$ cat src/rtl/lut_cfg_ctrl.sv
// lut_cfg_ctrl: configuration and access controller for a bank of 2-input LUT cells.
//
// A host loads a cell's 4-bit truth table through the cfg port; the table is shifted
// bit-serially (LSB first) into a staging register and then committed to the cell.
// While no load is in progress, the eval port reads any cell with one-cycle latency.
//
// Ports:
//   clk, rst_n                  clock, synchronous active-low reset
//   cfg_valid/cfg_ready         config handshake; cfg_idx selects the cell, cfg_tt the table
//   cfg_done                    one-cycle pulse while the table is being committed
//   eval_valid/eval_ready       evaluate handshake; eval_idx, eval_a, eval_b
//   res_valid, res_out, res_err registered result; res_err flags an unloaded/absent cell
//   busy                        load in progress
//   lut_loaded                  bitmap of cells holding a committed table
module lut_cfg_ctrl #(
    parameter int unsigned NUM_LUTS = 4,
    localparam int unsigned IDX_W   = $clog2(NUM_LUTS)
) (
    input  logic                clk,
    input  logic                rst_n,
    input  logic                cfg_valid,
    output logic                cfg_ready,
    input  logic [IDX_W-1:0]    cfg_idx,
    input  logic [3:0]          cfg_tt,
    output logic                cfg_done,
    input  logic                eval_valid,
    output logic                eval_ready,
    input  logic [IDX_W-1:0]    eval_idx,
    input  logic                eval_a,
    input  logic                eval_b,
    output logic                res_valid,
    output logic                res_out,
    output logic                res_err,
    output logic                busy,
    output logic [NUM_LUTS-1:0] lut_loaded
);

    typedef enum logic [1:0] {StIdle, StShift, StCommit} state_e;

    state_e           state_q;
    logic [IDX_W-1:0] idx_q;
    logic [3:0]       tt_q;
    logic [3:0]       staging_q;
    logic [1:0]       cnt_q;
    logic [3:0]       lut_tt_q [NUM_LUTS];

    logic [3:0] eval_tt;
    logic       eval_loaded;

    assign cfg_ready  = (state_q == StIdle);
    assign eval_ready = (state_q == StIdle);
    assign busy       = (state_q != StIdle);

    // Decode by comparison so an index beyond the bank selects nothing.
    always_comb begin
        eval_tt     = '0;
        eval_loaded = 1'b0;
        for (int i = 0; i < NUM_LUTS; i++) begin
            if (eval_idx == IDX_W'(i)) begin
                eval_tt     = lut_tt_q[i];
                eval_loaded = lut_loaded[i];
            end
        end
    end

    always_ff @(posedge clk) begin
        if (!rst_n) begin
            state_q    <= StIdle;
            idx_q      <= '0;
            tt_q       <= '0;
            staging_q  <= '0;
            cnt_q      <= '0;
            lut_loaded <= '0;
            cfg_done   <= 1'b0;
            res_valid  <= 1'b0;
            res_out    <= 1'b0;
            res_err    <= 1'b0;
            for (int i = 0; i < NUM_LUTS; i++) begin
                lut_tt_q[i] <= '0;
            end
        end else begin
            cfg_done  <= 1'b0;
            res_valid <= 1'b0;

            // Evaluation reads the committed table, so a load accepted on the same
            // edge does not affect this result.
            if (eval_valid && eval_ready) begin
                res_valid <= 1'b1;
                res_err   <= ~eval_loaded;
                res_out   <= eval_loaded & eval_tt[{eval_b, eval_a}];
            end

            unique case (state_q)
                StIdle: begin
                    if (cfg_valid) begin
                        idx_q     <= cfg_idx;
                        tt_q      <= cfg_tt;
                        staging_q <= '0;
                        cnt_q     <= '0;
                        state_q   <= StShift;
                    end
                end
                StShift: begin
                    staging_q <= {tt_q[cnt_q], staging_q[3:1]};
                    cnt_q     <= cnt_q + 2'd1;
                    if (cnt_q == 2'd3) begin
                        state_q  <= StCommit;
                        cfg_done <= 1'b1;  // visible for the whole commit cycle
                    end
                end
                StCommit: begin
                    // An out-of-range index matches no cell and is dropped.
                    for (int i = 0; i < NUM_LUTS; i++) begin
                        if (idx_q == IDX_W'(i)) begin
                            lut_tt_q[i]   <= staging_q;
                            lut_loaded[i] <= 1'b1;
                        end
                    end
                    state_q <= StIdle;
                end
                default: state_q <= StIdle;
            endcase
        end
    end

endmodule

$ cat config.mk
export PLATFORM = sky130hd
export DESIGN_NAME = lut_cfg_ctrl
export DESIGN_NICKNAME = d
export VERILOG_FILES = /design/src/rtl/lut_cfg_ctrl.sv
export SDC_FILE = /design/constraint.sdc
export NUM_CORES = 1
export LEC_CHECK = 0
export CAP_MARGIN = 30
export CELL_PAD_IN_SITES_DETAIL_PLACEMENT = 1
export CELL_PAD_IN_SITES_GLOBAL_PLACEMENT = 1
export CORE_ASPECT_RATIO = 0.75
export CORE_MARGIN = 2
export CORE_UTILIZATION = 44
export CTS_CLUSTER_SIZE = 30
export DETAILED_ROUTE_END_ITERATION = 12
export PLACE_DENSITY_LB_ADDON = 0.1
export SKIP_CTS_REPAIR_TIMING = 1
export SLEW_MARGIN = 5
export SYNTH_ARGS = -nofsm -noshare
export SYNTH_HDL_FRONTEND = slang
export SYNTH_SLANG_ARGS = --single-unit
$ cat constraint.sdc
create_clock -name clk -period 4 [get_ports clk]
set_input_delay 0.6 -clock clk [delete_from_list [all_inputs] [get_ports clk]]
set_output_delay 0.6 -clock clk [all_outputs]
set_load 0.005 [all_outputs]
==> flow_metrics.tcl <==
set metrics [dict create \
    status "complete, no violations" \
    cp.required_ns 4.20 \
    rrSetupSlack_ns 2.44 \
    dr.pass1.iters 4 \
    fp.dieW_microns 73.7 \
    syn_area_sq_um 1610 \
    nFillCells 347 \
    clockBufferDepth 2 \
    drt_iter0_markers 56 \
    max_cap_viol_count 0 \
    fin_crit_ns 2.13 \
    gp_congestion 0.751 \
    synth-seq-cells 38 \
    grt_pass1_wl_microns 5890 \
    cts-htree-levels 2 \
    hold_depth 2 \
    min_from "res_out" \
    clk_latency_ns 0.29 \
    cts_tree "yes" \
    via_per_inst 5.60 \
    portBuffers 24 \
    cp_slowest_cell "clkdlybuf4s50_1" \
    overflow 0 \
    period_share_pct 53.4 \
    timing.rr.end "lut_tt_q[0][1]" \
    hpwl_microns 2720 \
    ff2ff_path_depth 3 \
    ir_drop_v 0.000283 \
    leakagePower_nw 0.710 \
    tns_ns 0 \
    fmax_mhz 468 \
    rsz0062_at_grt "false" \
    max_stage_delay_ns 0.79 \
    finalMaxSlewViolations 0 \
    synth_nets 159 \
    cts_buffers 5 \
    placementRows 18 \
    yosysSeqAreaShare_pct 57.4 \
    synthArstFlopShare_pct 0 \
    place_ws_ns 1.59 \
    clock-sinks 38 \
    wire_per_inst_microns 17.1 \
    wl_microns 3570 \
    startpoint_type "input pin" \
    area_growth_pct 21.4 \
    synth-edff-count 16 \
    worstSetupEndpointType "flop" \
    fin_nets 183 \
    drcViolationCount 0 \
    drive_above_1_share_pct 6.51 \
    start_util_pct 47.5 \
    path_class "in -> reg" \
    ys_types 33 \
    worstPathCellList "clkdlybuf4s50_1, clkinv_1, a311oi_2" \
    whs_endpoint "res_out" \
    io_pins 25 \
    syn_avg_cell_area_sq_um 11.1 \
    ant_nets 0 \
    grt.total_usage_pct 19.7 \
    final_common_cell "nor2_1" \
    grt_max_degree 19 \
    min_path_type "reg -> reg" \
    fp.dieH_microns 56.3 \
    yosys_warnings 0 \
    synthesis.instances 144 \
    final_cell_mix "nor2_1, clkdlybuf4s50_1, dfxtp_1, edfxtp_1" \
    synth_ff_type "dfxtp_1" \
    r2r_start "state_q[0]" \
    path_max_fanout 18 \
    cp_data_arrival_time_ns 2.33 \
    finClkSkew_ns 0.00601 \
    dieArea_sq_um 4150 \
    clockRootBuffer "clkbuf_8" \
    core_sq_um 3380 \
    setup_ws_ns 1.87 \
    setup_viol 0 \
    p_total_mw 0.758 \
    tightest_slew_ns 0.667 \
    clkSlewWorstSetupHoldPaths_ns 0.07 \
    grt_antenna_before_repair 0 \
    max-slew-margin-rel_pct 55.4 \
    powerDensity_nw_per_um2 389 \
    num_vias 1170 \
    hold_viol 0 \
    n_antenna_cell 0 \
    grt_pass1_vias 1188 \
]
[cells in the mapped netlist (2+ instances only)]
cell       n  area, sq um
clkbuf_1   4         15.0
inv_1      6         22.5
mux2i_1   12          120
a22oi_1    5         37.5
a21oi_1    5         25.0
mux4_2     2         45.0
nand2_1   12         45.0
nand4b_1   2         17.5
nand3_1    2         10.0
nor2b_1    3         18.8
edfxtp_1  16          480
mux4_1     2         52.6
nand3b_1   2         15.0
and3_1     3         18.8
dfxtp_1   22          440
nor2_1    29          109
[logic make-up (layout without fill, tap and decap cells)]
group	count (synthesis)	count (layout)	synth area share (%)
and+or+nand+nor	60	60	17.6
DFF	38	38	57.4
muxes	16	16	13.6
AOI/OAI and AO/OA	15	15	6.62
buffers and inverters	14	39	4.05
adders and majority gates	1	1	0.779
[worst max path at each step]
| stage | startpoint | to | slack [ns] | cells after the start |
|---|---|---|---|---|
| after global routing | rst_n | res_err | 1.74 | 3 |
| after detailed placement | rst_n | res_err | 1.59 | 3 |
| after CTS | rst_n | res_err | 1.87 | 3 |
| after global placement | rst_n | res_err | 1.71 | 3 |
| after floorplan | eval_idx[0] | res_out | 2.43 | 4 |
| final | rst_n | res_err | 1.87 | 3 |
[registers in the layout (all words and copies together), names as in the netlist]
name	flops
staging_q	4
res_out	1
tt_q	4
cnt_q	2
res_err	1
state_q	2
cfg_done	1
res_valid	1
idx_q	2
lut_tt_q	16
lut_loaded	4
[worst max-delay path: cells and delay by family]
kind	cells	cell delay, ns
AO/OA/AOI/OAI	1	0.36
buffers and inverters	2	1.37
[through the flow]
step                      hold slack (ns)  cell area [sq um]  cells  util [%]
after floorplan                     0.452               1610    144         -
after global placement              0.461               1860    201      55.0
after detailed placement            0.469               1860    201      55.0
after CTS                           0.478               1950    209      57.7
after global routing                0.496               1950    209      57.7
final                               0.475               1950    209      57.7
[metal layers]
metal | routed length [microns] | track usage [%] | part of all wire [%]
met3 | 228 | 6.10 | 6.4
met4 | 68 | 8.83 | 1.9
met5 | 0 | 0 | 0
met2 | 1700 | 30.1 | 48
met1 | 1580 | 25.4 | 44
[area by class of cell]
cell class	instances	area, sq um	area share (%)
Sequential cell	38	921	47.3
Multi-Input combinational cell	92	619	31.8
Timing Repair Buffer	24	240	12.3
Clock buffer	7	86.3	4.43
Tap cell	40	50.0	2.57
Inverter	7	26.3	1.35
Clock inverter	1	5.00	0.257
[power breakdown]
group          total [mW]  switching [mW]  internal [mW]
Clock               0.268           0.129          0.139
Sequential          0.424         0.00849          0.415
Combinational      0.0659          0.0312         0.0347
Total               0.758           0.169          0.589
No activity file was read; power rests on OpenSTA's default activity.
==> RTL change 1: new RTL, config.mk and constraints unchanged <==
Put one more register stage on the output `res_err`, without a reset. The value now appears one clock later. The other outputs are not delayed to match. Comments in the files are not updated.
--- a/src/rtl/lut_cfg_ctrl.sv
+++ b/src/rtl/lut_cfg_ctrl.sv
@@ -37,6 +37,8 @@
 
     typedef enum logic [1:0] {StIdle, StShift, StCommit} state_e;
 
+    logic res_err_s0;
+
     state_e           state_q;
     logic [IDX_W-1:0] idx_q;
     logic [3:0]       tt_q;
@@ -74,7 +76,7 @@
             cfg_done   <= 1'b0;
             res_valid  <= 1'b0;
             res_out    <= 1'b0;
-            res_err    <= 1'b0;
+            res_err_s0 <= 1'b0;
             for (int i = 0; i < NUM_LUTS; i++) begin
                 lut_tt_q[i] <= '0;
             end
@@ -86,7 +88,7 @@
             // edge does not affect this result.
             if (eval_valid && eval_ready) begin
                 res_valid <= 1'b1;
-                res_err   <= ~eval_loaded;
+                res_err_s0 <= ~eval_loaded;
                 res_out   <= eval_loaded & eval_tt[{eval_b, eval_a}];
             end
 
@@ -123,5 +125,9 @@
         end
     end
 
+    always_ff @(posedge clk) begin
+        res_err <= res_err_s0;
+    end
+
 endmodule
 
Behaviour: not the same (Yosys sat finds a counterexample within 4 cycles, from zero or initial values and one cycle with rst_n low).
==> RTL change 1 against the original RTL <==
- synthesized area up 1.2%
- combinational power increased by 0.9%
- clock power shrank 5%
- worst setup slack improved by 0.082 ns
- first-iteration DRC count decreased by 23%
- cell area grew 1.2%
- register-to-register slack better by 0.02 ns
- sequential cell count is 1 higher
- critical path depth unchanged
- global-route usage is 0.10 points higher
- sequential share of layout area increased by 0.45 points
- clock skew barely moved
- total power decreased by 0.31%
- routed wire length up 1.3%
==> RTL change 1: results (changes against the original RTL) <==
crit path DAT=2.25 ns (was 2.33 ns); vias in the first global route=1,173 (was 1,188); Worst R2R Start=state_q[1]$_SDFFE_PN0P_ (was state_q[0]$_SDFFE_PN0P_); R2R Setup Slk=2.46 ns (was 2.44 ns); clock latency on the worst-skew pair=about 0.30 ns; clock skew=0.00619 ns (was 0.00601 ns); Post-Syn Nets=160 (was 159); leakage=0.711 nW (was 0.710 nW); RePlAce Congestion=0.766 (was 0.751); # nets final=184 (was 183); slew margin rel.=0.569 (was 0.554); DR WL/cell=16.3 um (was 17.1 um); part of the Yosys area used for sequential elements=0.579 (was 0.574); detailed placer's ending HPWL=2.70 mm (was 2.72 mm); first-pass GRT wire length=5.99 mm (was 5.89 mm); Hold Path End=res_err$_DFF_P_ (was res_out$_SDFFE_PN0P_); main area contributors after synthesis=edfxtp_1, dfxtp_1, mux2i_1 (unchanged); Max VDD drop=235 uV (was 283 uV); Tot GR Track Use=0.198 (was 0.197); hold_sp=res_err_s0$_SDFFE_PN0P_ (was res_out$_SDFFE_PN0P_); CP peak stage delay=0.75 ns (was 0.79 ns); length of the first detailed-routing pass in iterations=4 (unchanged); status=complete, no violations (unchanged); reg2reg end=lut_tt_q[0][1]$_SDFFCE_PN0P_ (unchanged); synth cell count leaders=nor2_1, dfxtp_1, edfxtp_1, mux2i_1, nand2_1 (unchanged); Placed Area=1890 um^2 (was 1860 um^2); vias per cell=5.18 (was 5.60); max FFs per register=16 (unchanged); 1st-iter DRT viols=43 (was 56); fraction of layout cells with a size suffix above 1=0.0529 (was 0.0651); hold path cells=0 (was 2); EDFF count, synth=16 (unchanged); H-tree depth=2 (unchanged)
[RTL change 1: cell types whose count changed in the layout (fill, tap and decap cells not counted), sizes merged]
cell,delta
clkbuf,-1
clkinv,+1
dfxtp,+1
[RTL change 1: final cells by class]
cell class / instances / area (um^2)
fill: 385 / 1620
sequential: 39 / 941
multi-input combinational: 92 / 619
timing repair buffer: 24 / 240
clock buffer: 6 / 72.6
tap: 52 / 65.1
inverter: 7 / 26.3
clock inverter: 2 / 7.51
[RTL change 1: worst max-delay path by stage]
| stage | startpoint | endpoint | cells past startpoint |
|---|---|---|---|
| floorplan | eval_idx[0] | res_out$_SDFFE_PN0P_ | 4 |
| global placement | rst_n | res_err_s0$_SDFFE_PN0P_ | 3 |
| detailed placement | rst_n | res_err_s0$_SDFFE_PN0P_ | 3 |
| CTS | state_q[1]$_SDFFE_PN0P_ | cfg_ready | 2 |
| global route | rst_n | res_err_s0$_SDFFE_PN0P_ | 3 |
| finish | rst_n | res_err_s0$_SDFFE_PN0P_ | 3 |
[RTL change 1: worst reg2reg max path, cell delays in order, from the launching register on]
cell,delay (ns)
dfxtp_1,0.46
nand2b_1,0.11
or3_1,0.45
nand2_1,0.23
[RTL change 1: power breakdown]
part	switching [mW]	internal (mW)
clock network	0.136	0.119
logic	0.0317	0.0347
registers	0.00799	0.426
total	0.176	0.580
[RTL change 1: logic make-up (layout without fill, tap and decap cells)]
kind of cell / after synthesis / in the layout / synth area share
AO/OA/AOI/OAI: 15 / 15 / 0.0654
adder cells (fa/ha/maj): 1 / 1 / 0.00770
buffers and inverters: 14 / 39 / 0.0400
flip-flops: 39 / 39 / 0.579
multiplexers: 16 / 16 / 0.134
AND/OR/NAND/NOR: 60 / 60 / 0.174
[RTL change 1: metrics by stage]
stage          hold slack (ns)  instances  utilization  worst slack [ns]
2_1_floorplan            0.331        145            -              2.43
3_3_place_gp             0.340        214        0.527              1.71
3_5_place_dp             0.337        214        0.527              1.64
4_1_cts                  0.351        222        0.549              1.95
5_1_grt                  0.359        222        0.549              1.79
6_report                 0.351        222        0.549              1.95
[RTL change 1: routing by layer]
layer	share of wire	track usage
met5	0	0
met4	0.014	0.0727
met3	0.044	0.0700
met2	0.44	0.277
met1	0.50	0.282
==> RTL change 2: new RTL, same flow settings <==
Without the edit above. The parameter `NUM_LUTS` goes from 4 to 8.
--- a/src/rtl/lut_cfg_ctrl.sv
+++ b/src/rtl/lut_cfg_ctrl.sv
@@ -13,7 +13,7 @@
 //   busy                        load in progress
 //   lut_loaded                  bitmap of cells holding a committed table
 module lut_cfg_ctrl #(
-    parameter int unsigned NUM_LUTS = 4,
+    parameter int unsigned NUM_LUTS = 8,
     localparam int unsigned IDX_W   = $clog2(NUM_LUTS)
 ) (
     input  logic                clk,
Ports: changed (resized cfg_idx, eval_idx and lut_loaded); port bits go from 25 to 31. No check against the original RTL was run, so the function may have changed too.
==> RTL change 2 against the original RTL <==
- via count is 59% higher
- combinational power is 44% higher
- synthesized area is 59% higher
- synthesized cell count is 72% higher
- count of clock-buffer cells in the layout is 6 higher
- critical path type unchanged
- critical path depth is 4 higher
- largest power group unchanged
- sequential cell count is 21 higher
- global-route usage is 0.85 points higher
- worst setup slack worse by 0.54 ns
- cell area is 59% higher
- routed wire length is 71% higher
- total power is 77% higher
==> RTL change 2: results (changes against the original RTL) <==
status=complete, no violations (unchanged); CP peak stage delay=0.69 ns (was 0.79 ns); Levels on crit path=7 (was 3); pin count of the biggest net entering global routing=24 (was 19); Metal-1 WL=3.18 mm (was 1.58 mm); CP Max Fanout=16 (was 18); DR WL/cell=17.0 um (was 17.1 um); clock group share of total power=0.433 (was 0.354); hold_ws=0.461 ns (was 0.475 ns); vias=1,861 (was 1,170); H-tree depth=3 (was 2); met2 wire length=2.50 mm (was 1.70 mm); global-route layer with the greatest usage=met1 (was met2); synthesized netlist cell count=247 (was 144); crit path launch=eval_idx[1] (was rst_n); met2 Usage GRT=0.274 (was 0.301); Max VDD drop=209 uV (was 283 uV); met1 Track Usage GR=0.318 (was 0.254); Post-Syn Nets=264 (was 159); Placed Area=2880 um^2 (was 1860 um^2); net switching fraction of the power=0.214 (was 0.223); part of the Yosys area used for sequential elements=0.587 (was 0.574); clock latency on the worst-skew pair=0.33 ns (was 0.29 ns); CP endpoint=res_out$_SDFFE_PN0P_ (was res_err$_SDFFE_PN0P_); clock skew=0.00529 ns (was 0.00601 ns); sequential share of power=0.496 (was 0.559); slew margin rel.=0.484 (was 0.554); 1st-iter DRT viols=99 (was 56); fraction of layout cells with a size suffix above 1=0.0783 (was 0.0651); main area contributors after synthesis=edfxtp_1, dfxtp_1, nor2_1 (was edfxtp_1, dfxtp_1, mux2i_1); RePlAce Congestion=0.813 (was 0.751); # placed instances=343 (was 201); Crit-path slowest cell=a2111oi_0 (was clkdlybuf4s50_1); pre-CTS WS=0.974 ns (was 1.59 ns); first-pass GRT wire length=9.87 mm (was 5.89 mm); final cell count without fillers=359 (was 209); family with the most delay on the worst path=compound AO/OA/AOI/OAI gates (was buffers and inverters); grt met3 use=0.0636 (was 0.0610); R2R Setup Slk=1.90 ns (was 2.44 ns); detailed placer's ending HPWL=4.53 mm (was 2.72 mm); met3 wire length=369 um (was 228 um); Setup WS post-layout=1.33 ns (was 1.87 ns); Tot GR Track Use=0.205 (was 0.197); # nets final=293 (was 183); pwr/cell area=434 nW/um^2 (was 389 nW/um^2); EDFF count, synth=32 (was 16)
-- RTL change 2: changes by cell type in the layout (fill, tap and decap cells not counted), moves of 4 or more --
cell / change
nand2_1: +20
edfxtp_1: +16
nor2_1: +14
a21oi_1: +10
clkdlybuf4s50_1: +6
inv_1: +6
clkbuf_8: +5
dfxtp_1: +5
nor3_1: +4
-- RTL change 2: logic make-up (layout without fill, tap and decap cells) --
group	count (synthesis)	in the layout	synth area share
adders and majority gates	1	1	0.00489
muxes	17	17	0.0719
buffers and inverters	26	60	0.0518
and+or+nand+nor	104	104	0.180
DFF	59	59	0.587
AOI/OAI and AO/OA	40	40	0.104
-- RTL change 2: layout make-up --
cell class | instances | area, um^2
clock buffer | 13 | 180
clock inverter | 3 | 42.5
fill | 644 | 2600
inverter | 13 | 48.8
multi-input combinational | 162 | 925
sequential | 59 | 1500
tap | 78 | 97.6
timing repair buffer | 31 | 308
